`src/rtl/sm_ctrl.sv`:
```
// Control front-end for the sm up/down counter: button sync/debounce, IDLE/RUN/HALT sequencing, overflow tally.
// Latency: raw button edge reaches act DB_CYCLES+2 edges after the first sample; dir toggle lands the same edge.
// Backpressure: none; ovflw from sm halts counting (act drops) until the operator re-arms with a run press.
module sm_ctrl #(
    parameter int DB_CYCLES = 4,
    parameter int EVW       = 8
) (
    input  logic           clk,
    input  logic           rst_n,
    input  logic           btn_run_raw,
    input  logic           btn_dir_raw,
    input  logic           ovflw,
    output logic           act,
    output logic           up_dwn_n,
    output logic           halted,
    output logic [EVW-1:0] ovf_events
);

    localparam int             CW      = $clog2(DB_CYCLES);
    localparam logic [CW-1:0]  CNT_MAX = CW'(DB_CYCLES - 1);

    // Bit 0 carries the run/pause button, bit 1 the direction button.
    localparam int BTN_RUN = 0;
    localparam int BTN_DIR = 1;

    typedef enum logic [1:0] {
        ST_IDLE = 2'd0,
        ST_RUN  = 2'd1,
        ST_HALT = 2'd2
    } state_t;

    logic [1:0]    btn_raw;
    logic [1:0]    sync_q1;
    logic [1:0]    sync_q2;
    logic [1:0]    db;
    logic [1:0]    db_d;
    logic [CW-1:0] db_cnt [2];
    logic [1:0]    press;

    state_t        state_q;
    state_t        state_d;
    logic          ovflw_d;

    assign btn_raw = {btn_dir_raw, btn_run_raw};

    // Two-flop synchronisers bring the asynchronous buttons into clk.
    always_ff @(posedge clk or negedge rst_n) begin
        if (!rst_n) begin
            sync_q1 <= '0;
            sync_q2 <= '0;
        end else begin
            sync_q1 <= btn_raw;
            sync_q2 <= sync_q1;
        end
    end

    // Debounce: level follows the synchronised input only after DB_CYCLES consecutive disagreeing samples.
    always_ff @(posedge clk or negedge rst_n) begin
        if (!rst_n) begin
            db   <= '0;
            db_d <= '0;
            for (int i = 0; i < 2; i++) begin
                db_cnt[i] <= '0;
            end
        end else begin
            db_d <= db;
            for (int i = 0; i < 2; i++) begin
                if (sync_q2[i] == db[i]) begin
                    db_cnt[i] <= '0;
                end else if (db_cnt[i] == CNT_MAX) begin
                    db[i]     <= sync_q2[i];
                    db_cnt[i] <= '0;
                end else begin
                    db_cnt[i] <= db_cnt[i] + 1'b1;
                end
            end
        end
    end

    // Only the rising edge of a debounced level is a press; releases are ignored.
    assign press = db & ~db_d;

    // FSM state register.
    always_ff @(posedge clk or negedge rst_n) begin
        if (!rst_n) begin
            state_q <= ST_IDLE;
        end else begin
            state_q <= state_d;
        end
    end

    // Next-state: overflow in RUN beats a same-cycle run press; HALT only re-arms once ovflw has cleared.
    always_comb begin
        state_d = state_q;
        case (state_q)
            ST_IDLE: begin
                if (press[BTN_RUN]) begin
                    state_d = ST_RUN;
                end
            end
            ST_RUN: begin
                if (ovflw) begin
                    state_d = ST_HALT;
                end else if (press[BTN_RUN]) begin
                    state_d = ST_IDLE;
                end
            end
            ST_HALT: begin
                if (press[BTN_RUN] && !ovflw) begin
                    state_d = ST_RUN;
                end
            end
            default: begin
                state_d = ST_IDLE;
            end
        endcase
    end

    // Outputs decode straight from the state flop, so reset drops act without waiting for a clock.
    assign act    = (state_q == ST_RUN);
    assign halted = (state_q == ST_HALT);

    // Direction flips on every dir press, regardless of FSM state.
    always_ff @(posedge clk or negedge rst_n) begin
        if (!rst_n) begin
            up_dwn_n <= 1'b1;
        end else if (press[BTN_DIR]) begin
            up_dwn_n <= ~up_dwn_n;
        end
    end

    // Saturating count of ovflw rising edges that arrive while counting.
    always_ff @(posedge clk or negedge rst_n) begin
        if (!rst_n) begin
            ovflw_d    <= 1'b0;
            ovf_events <= '0;
        end else begin
            ovflw_d <= ovflw;
            if (ovflw && !ovflw_d && (state_q == ST_RUN) && !(&ovf_events)) begin
                ovf_events <= ovf_events + 1'b1;
            end
        end
    end

endmodule
```
`config.mk`:
```
export PLATFORM = sky130hd
export DESIGN_NAME = sm_ctrl
export DESIGN_NICKNAME = d
export VERILOG_FILES = /design/src/rtl/sm_ctrl.sv
export SDC_FILE = /design/constraint.sdc
export NUM_CORES = 1
export LEC_CHECK = 0
export ABC_AREA = 1
export CAP_MARGIN = 40
export CORE_MARGIN = 2
export CORE_UTILIZATION = 45
export CTS_CLUSTER_SIZE = 14
export DETAILED_ROUTE_END_ITERATION = 16
export PLACE_DENSITY = 0.69
export SLEW_MARGIN = 0
export SYNTH_ARGS = -nofsm -noshare
export SYNTH_HDL_FRONTEND = slang
export SYNTH_SLANG_ARGS = --single-unit
export TNS_END_PERCENT = 30
```
`constraint.sdc`:
```
create_clock -name clk -period 1.42 [get_ports clk]
set_input_delay 0.284 -clock clk [delete_from_list [all_inputs] [get_ports clk]]
set_output_delay 0.284 -clock clk [all_outputs]
set_load 0.05 [all_outputs]
```
* Word-level counts from Yosys, hierarchy flattened
Index checks and enable logic that the tools add are counted.
** Operators by class
- Add/subtract/negate cells :: 3
- Equal/unequal tests :: 9
- Multiplexer cells :: 9
- Bitwise gates (word level) :: 5
- Reductions and logical operators :: 12
** Operators by type and width (count)
- two-way mux 2 bit :: 8
- adder 8 x 1 -> 8 bit, second input constant :: 1
- AND reduction 8 bit :: 1
- == test 2 bit, second input constant :: 3
- one-hot mux 2 bit (3 select lines) :: 1
- adder 2 x 1 -> 2 bit, second input constant :: 2
- logical AND 1 bit :: 4
- AND reduction 2 bit :: 2
- zero test 1 bit :: 3
- inequality test 3 x 2 -> 1 bit, second input constant :: 1
- NOT 1 bit :: 3
- AND reduction 3 bit :: 1
- AND 2 bit :: 1
- == test 1 bit :: 2
- == test 2 x 1 -> 1 bit, second input constant :: 1
- zero test 2 bit :: 1
- inequality test 2 x 1 -> 1 bit, second input constant :: 1
- inequality test 2 bit, second input constant :: 1
- NOT 2 bit :: 1
** Storage, ports and cells
- Register bits :: 24
- Input bits :: 5
- Output and inout port bits :: 11
- Logic and storage cells :: 49

* Longest topological paths before layout
Gate-level depths: netlist (run 1).
- Depth after elaboration :: 5
- Gate-level depth with buffers :: 8
- Gate-level depth less buffers :: 8

* Worst setup path after synthesis (run 1)
No wires, ideal clock.
- Path kind :: register to register
- From :: register ovf_events[1]
- To :: register ovf_events[7]
- Arrival :: 1.409 ns
- Data required time :: 1.302 ns
- Setup slack :: -0.107 ns
- Stages on the path, launching flop included :: 9
- Buffers on the path :: 0
- Period minus slack after synthesis :: 1.527 ns
- Path through :: dfrtp_1 ha_1 nand3_2 clkinv_1 nand2_2 nand2_4 inv_4 nand2_1 nand2_1
** Between the ends
- Word-level cells in the longest chain between the ends :: 3
- Elaborated cells between the ends (all ways) :: 4
- Classes of those cells :: add/sub (1); reduce/logical (3)
** Ends and longest elaborated chain
- from (decl) :: RTL line 16 : output logic [EVW-1:0] ovf_events
- from (signal assigned) :: RTL line 140 : ovf_events <= ovf_events + 1'b1;
- branches (longest 3 deep; another with adder 8 x 1 -> 8 bit)
Parallel ways; which one is timed is not known.
A chain may end at the register's enable or synchronous reset.

* Worst setup path in the final report (run 1)
- From :: register state_q[0]
- To :: output port act
** Between the ends
- Word-level cells in the longest chain between the ends :: 1
** Ends and longest elaborated chain
- from (decl) :: RTL line 40 : state_t state_q;
- from (signal assigned) :: RTL line 88 : state_q <= state_d;
- == test 2 x 1 -> 1 bit :: RTL line 120 : assign act = (state_q == ST_RUN);
- to (decl) :: RTL line 13 : output logic act,
No other way between the ends.

==> results by group, run 1 <==
Clocking
  • Clk sinks: 24
  • CTS Buffer Depth: 2
  • CTS tree: done
  • Clk slew on worst S/H paths: between 0.1 and 0.15 ns
  • Cts bufs inserted: 3
  • CTS Hold Bufs: 0
  • H-tree depth: 1
  • Root Buffer: clkbuf_4
  • Clk_lat worst skew: 0.31 ns

Detailed routing
  • Post-route DRC: 0
  • Drt pass-1 iters: 4
  • Antenna-violating nets left: 0
  • DR vias/cell: ~4.8
  • DR vias: roughly 790
  • DRT iter0 DRCs: 10
  • Final WL: 1880 um
  • WL/cell: 11.3 um

Floorplan
  • Core box area: approximately 2200 um2
  • Die width: 52.1 um
  • DIE HEIGHT: 52.1 um
  • I/O Pins: 16
  • Initial Util: 0.475
  • Site Rows: 17
  • Die area: 2710 um2

Finish
  • N_diodes: 0
  • Non-filler cells, final: 166
  • Area Overhead vs Synth: 37.0%
  • Finished Core Util: 0.651
  • Share of cells above drive strength 1: 0.254
  • Final #Nets: 147

Logic synthesis
  • Yosys synthesis warning count: 0
  • Mean Syn Cell Area: slightly above 9 um2
  • Top cell type's share of synthesized area: 0.553
  • Mapped Area: approximately 1000 um2
  • Unique masters post-synth: 23
  • Register area share after synthesis: 0.578
  • Syn nets: 120
  • Async SR Flop Fraction: 1.00
  • Largest cells by area after synthesis: dfrtp_1, nand2_1, xnor2_1
  • Top cells by count, synth: nand2_1, dfrtp_1, inv_1, nor2_1, xnor2_1
  • Simple-Gate Fraction of Synth Area: 0.239
  • Ys flop type: dfrtp_1
  • Post-synth EDFFs: 0
  • Synth Area in Adders: 0.0361
  • Seq cells post-synth: 24
  • Post-synth top area cell: dfrtp_1
  • Synth Instances: 112
  • Most common cell in the synthesized netlist: nand2_1
  • Multiplexer area fraction after synthesis: 0
  • Synth Area in XOR/XNOR: 0.0505
  • Largest family of logic cells by synthesized area: simple AND/OR/NAND/NOR gates
  • Post-synthesis compound-gate area fraction: 0.0385

Setup path
  • Crit path capture type: primary output
  • Crit-path max cell delay: roughly 0.43 ns
  • Worst Path Class, Setup: reg -> out
  • CP Launch Type: register
  • WP data required: around 1.1 ns
  • R2R Path Start: ovf_events[1]
  • CP top delay family: flip-flops
  • Crit path cell chain: inv_2 -> nor2_4 -> buf_12
  • Reg2Reg Depth: 8
  • CP bufs+invs: 2
  • Reg-to-reg slack, setup: 0.10 ns
  • Critical Path Stages: 3
  • Beginning of the critical path: state_q[0]
  • CP Max Fanout: 4
  • CP max stage cell: dfrtp_2
  • R2r endpoint: ovf_events[0]
  • Worst Setup EP: act
  • Worst path arrival time: ~1.1 ns

Pwr
  • P_leak: roughly 0.67 nW
  • PwrDens: 1750 nW/um2
  • Peak supply drop: 0.00111 V
  • Tot Pwr: 0.00249 W

STA
  • Final number of max-transition violations: 0
  • Final min period: 1.39 ns
  • Achievable clock frequency: 720 MHz
  • Final hold vios: 0
  • Final hold slack: 0.312 ns
  • RSZ-0062 raised after global routing: true
  • Fin crit share: 0.978
  • Setup-failing EPs final: 0
  • Worst slew pin tran: between 0.3 and 0.4 ns
  • Slew headroom: 0.800
  • Setup Skew: 0.000922 ns
  • Final WS setup: 0.0316 ns

Global route
  • Global route overflow: 0
  • Maximum number of pins on one net before global-route repair: 25
  • First-pass GRT wire length: 3290 um
  • Initial antenna violation count: 0
  • Aggregate global-route resource usage: 0.171
  • Vias in the first global route: 769

Placement
  • Post-place setup slack: -0.0293 ns
  • Final HPWL DP: 1320 um
  • Port Buffer Count: 15
  • Routability cong.: 0.769
  • Placed insts: about 160

Flow run
  • Max-capacitance violation count: 0

Hold path
  • Hold crit path type: in -> async

Run status
  • Status: complete, no violations
## per-layer routing
metal / global-route usage / wire length (um) / vias to the layer above
met5: 0 / 0 / -
met4: 0.0921 / 66 / 0
met3: 0.0546 / 61 / 7
met2: 0.276 / 955 / 15
met1: 0.202 / 797 / 370
li1: - / - / 397
## cell families (layout without fill, tap and decap cells)
kind of cell / Yosys count / after routing
AND/OR/NAND/NOR: 57 / 57
flip-flops: 24 / 24
buffers and inverters: 15 / 41
AO/OA/AOI/OAI: 7 / 7
XOR/XNOR: 6 / 6
adder cells (fa/ha/maj): 3 / 3
## layout by cell type, fill, tap and decap left out
cell type / n
dfstp_2: 1
inv_2: 1
inv_1: 11
nand2_4: 1
nand2_2: 2
nor2_2: 1
clkinv_1: 1
a22o_1: 1
nor2_1: 10
xor2_1: 1
o21ai_0: 4
o22ai_1: 1
clkdlybuf4s50_1: 4
nand2_1: 35
nor2_4: 2
buf_12: 11
buf_4: 7
o21ai_1: 1
clkbuf_4: 3
clkinv_2: 1
dfrtp_1: 20
dfrtp_2: 3
ha_1: 3
clkbuf_1: 1
xnor2_1: 5
nor3_1: 2
nand3_1: 3
inv_4: 1
nand3_2: 1
## final cells by class
type	count	area (um2)
repair buffers	22	313
well taps	28	35.0
inverters	15	60.1
flip-flops and latches	24	606
fillers	175	764
multi-input cells	73	387
clock buffers	4	26.3
## worst min path at each step
stage / start / end / slack [ns] / depth (start not counted)
after floorplan: rst_n / db[0] / -0.01 / 0
after global placement: sync_q1[1] / sync_q2[1] / 0.34 / 0
after detailed placement: sync_q1[0] / sync_q2[0] / 0.34 / 0
after CTS: rst_n / db_d[1] / 0.32 / 2
after global routing: rst_n / db_cnt[1] / 0.31 / 2
final: rst_n / sync_q2[1] / 0.31 / 2
## worst reg2reg max path: cells and delay by family (launching register included)
| family | cells | cell delay [ns] |
|---|---|---|
| DFF | 1 | 0.45 |
| adders and majority gates | 1 | 0.23 |
| buffers and inverters | 2 | 0.17 |
| and+or+nand+nor | 5 | 0.41 |
## stage by stage
step,area [um2],TNS (ns)
2_1_floorplan,1040,0
3_3_place_gp,1370,0
3_5_place_dp,1370,-0.0389
4_1_cts,1400,0
5_1_grt,1430,-0.0730
6_report,1430,0
## power by group
part           total [W]  internal, W  leakage, nW  switching [W]
registers        0.00105     0.000885        0.297       0.000169
clock network   0.000298     0.000110       0.0150       0.000188
logic            0.00114     0.000537        0.362       0.000604
## state kept, by name (all words and copies together) (netlist names)
signal / cells
ovf_events: 8
db_cnt: 4
db: 2
db_d: 2
state_q: 2
sync_q1: 2
sync_q2: 2
ovflw_d: 1
up_dwn_n: 1
## what timing repair did
item                                    4_1_cts  5_1_grt
buffers inserted                              0        3
gates resized for setup                       2        1
endpoints found under the setup margin        1        8
gates cloned                                  0        0
pin swaps                                     0        0
No activity file was read; power rests on OpenSTA's default activity.
==> run 2, diff against run 1 <==
==> constraint.sdc (replaced) <==
create_clock -name clk -period 1.42 [get_ports clk]
set_input_delay 0.355 -clock clk [delete_from_list [all_inputs] [get_ports clk]]
set_output_delay 0.355 -clock clk [all_outputs]
set_load 0.05 [all_outputs]
==> run 2 against run 1 <==
The run now ends with setup timing left; clock-buffer cell count down 1; largest cell class unchanged; die area unchanged; sequential cell count unchanged; critical endpoint unchanged; critical path type unchanged; via count up 1.5%; wire length down 2.0%; clock skew up 0.0079 ns.
==> results by group, run 2 (synthesis gave the netlist of run 1 again) <==
Run status
  • Status: finished with violations
  • Failing checks: setup timing

Pwr
  • Switching Fraction: 0.365
  • PwrDens: 1840 nW/um2
  • Sw power: 0.000960 W
  • P_leak: 0.670 nW
  • Peak supply drop: 0.00136 V
  • Clock power frac: 0.181
  • Tot Pwr: 0.00263 W
  • Flop pwr share: 0.409
  • Combinational power share: 0.410
  • P_int: 0.00167 W

Detailed routing
  • WL/cell: 11.3 um
  • Drt pass-1 iters: 4
  • Final WL: 1840 um
  • Antenna-violating nets left: 0
  • Post-route DRC: 0
  • DR vias/cell: around 5
  • DR vias: about 800
  • DRT iter0 DRCs: 10

Finish
  • Fillers: 170
  • Most flops, register: ovf_events
  • Commonest non-fill, non-tap cell in the layout: nand2_1
  • Top Registers: ovf_events: 8 flops, db_cnt: 4 flops
  • Largest register FFs: 8
  • Non-filler cells, final: 163
  • Area Overhead vs Synth: 37.5%
  • Final #Nets: 144
  • Finished Core Util: 0.653
  • N_diodes: 0
  • Most frequent cells in the layout: nand2_1, dfrtp_1, buf_12
  • Share of cells above drive strength 1: 0.252

Setup path
  • Worst Path Class, Setup: reg -> out
  • CP top delay family: flip-flops
  • CP Launch Type: register
  • CP max stage cell: dfrtp_1
  • CP Max Fanout: 3
  • Crit path cell chain: inv_2 -> nor2_4 -> buf_12
  • Beginning of the critical path: state_q[0]
  • WP data required: roughly 1.1 ns
  • Reg-to-reg slack, setup: 0.13 ns
  • Crit path capture type: primary output
  • Crit-path max cell delay: roughly 0.45 ns
  • Worst path arrival time: around 1.1 ns
  • R2R Path Start: ovf_events[0]
  • CP bufs+invs: 2

STA
  • Slew headroom: 0.810
  • Final WS setup: -0.0131 ns
  • Final min period: 1.43 ns
  • Final hold vios: 0
  • Final number of max-transition violations: 0
  • Achievable clock frequency: approximately 700 MHz
  • Setup Skew: ~0.009 ns
  • Setup-failing EPs final: 2
  • Worst slew pin tran: 0.285 ns
  • Fin crit share: 1.01
  • Final hold slack: 0.370 ns
  • RSZ-0062 raised after global routing: true

Clocking
  • Clk sinks: 24
  • CTS tree: done
  • Cts bufs inserted: 3
  • Root Buffer: clkbuf_4
  • Clk slew on worst S/H paths: 0.13 ns
  • Clk_lat worst skew: 0.30 ns
  • CTS Buffer Depth: 2
  • H-tree depth: 1
  • CTS Hold Bufs: 0

Hold path
  • Worst hold start: sync_q1[1]
  • Hold crit path type: reg -> reg

Flow run
  • Max-capacitance violation count: 0

Global route
  • Initial antenna violation count: 0
  • Maximum number of pins on one net before global-route repair: 25
  • First-pass GRT wire length: around 3300 um
  • Global route overflow: 0
  • Vias in the first global route: 800
  • Aggregate global-route resource usage: 0.169

Placement
  • Placed insts: 158
  • Port Buffer Count: 15
  • Post-place setup slack: -0.0850 ns
  • Final HPWL DP: 1380 um
  • Routability cong.: 0.781

Floorplan
  • Core box area: between 2000 and 2500 um2
  • Site Rows: 17
  • Initial Util: 0.475
  • Die area: between 2000 and 3000 um2
  • I/O Pins: 16
  • Die width: 52.1 um
  • DIE HEIGHT: approximately 52 um
## run 2: worst paths after layout
check                                 to  depth (start not counted)
max reg2reg                ovf_events[0]                          8
max in group asynchronous       up_dwn_n                          2
min in group asynchronous     sync_q1[1]                          2
max                                  act                          3
min                           sync_q2[1]                          0
min reg2reg                   sync_q2[1]                          0
## run 2: cell type report
cell class,count,area (um2),area share
clock inverter,1,30.0,0.0210
tap,28,35.0,0.0245
clock buffer,3,22.5,0.0157
inverter,15,60.1,0.0420
timing repair buffer,19,290,0.203
multi-input combinational,73,389,0.272
sequential,24,604,0.422
## run 2: stage by stage
| step | area, um2 | setup TNS, ns |
|---|---|---|
| after floorplan | 1040 | -0.0363 |
| after global placement | 1360 | -0.326 |
| after detailed placement | 1360 | -0.611 |
| after CTS | 1430 | -0.0829 |
| after global routing | 1430 | -0.144 |
| final | 1430 | -0.0207 |
## run 2: power groups by stage
| stage | clock (W) | sequential (W) | combinational (W) |
|---|---|---|---|
| finish | 0.000476 | 0.00108 | 0.00108 |
| CTS | 0.000486 | 0.00107 | 0.00109 |
| detailed placement | 0 | 0.00108 | 0.00105 |
| floorplan | 0 | 0.00122 | 0.000409 |
| global placement | 0 | 0.00108 | 0.00102 |
| global route | 0.000522 | 0.00110 | 0.00117 |
## run 2: metal layers
metal,track usage,routed length [um]
met1,0.198,757
met4,0.105,63
met2,0.287,953
met5,0,0
met3,0.0287,68
## run 2: timing repair
| item | in CTS | in global routing |
|---|---|---|
| setup endpoints to repair | 2 | 4 |
| pin swaps | 1 | 1 |
| gates resized for setup | 2 | 2 |
| buffers inserted | 1 | 0 |
## run 2: worst reg2reg max path: cells and delay by family, from the launching register on
| family | cells | cell delay [ns] |
|---|---|---|
| adder cells (fa/ha/maj) | 1 | 0.22 |
| buffers and inverters | 2 | 0.17 |
| AND/OR/NAND/NOR | 5 | 0.38 |
| flip-flops | 1 | 0.47 |
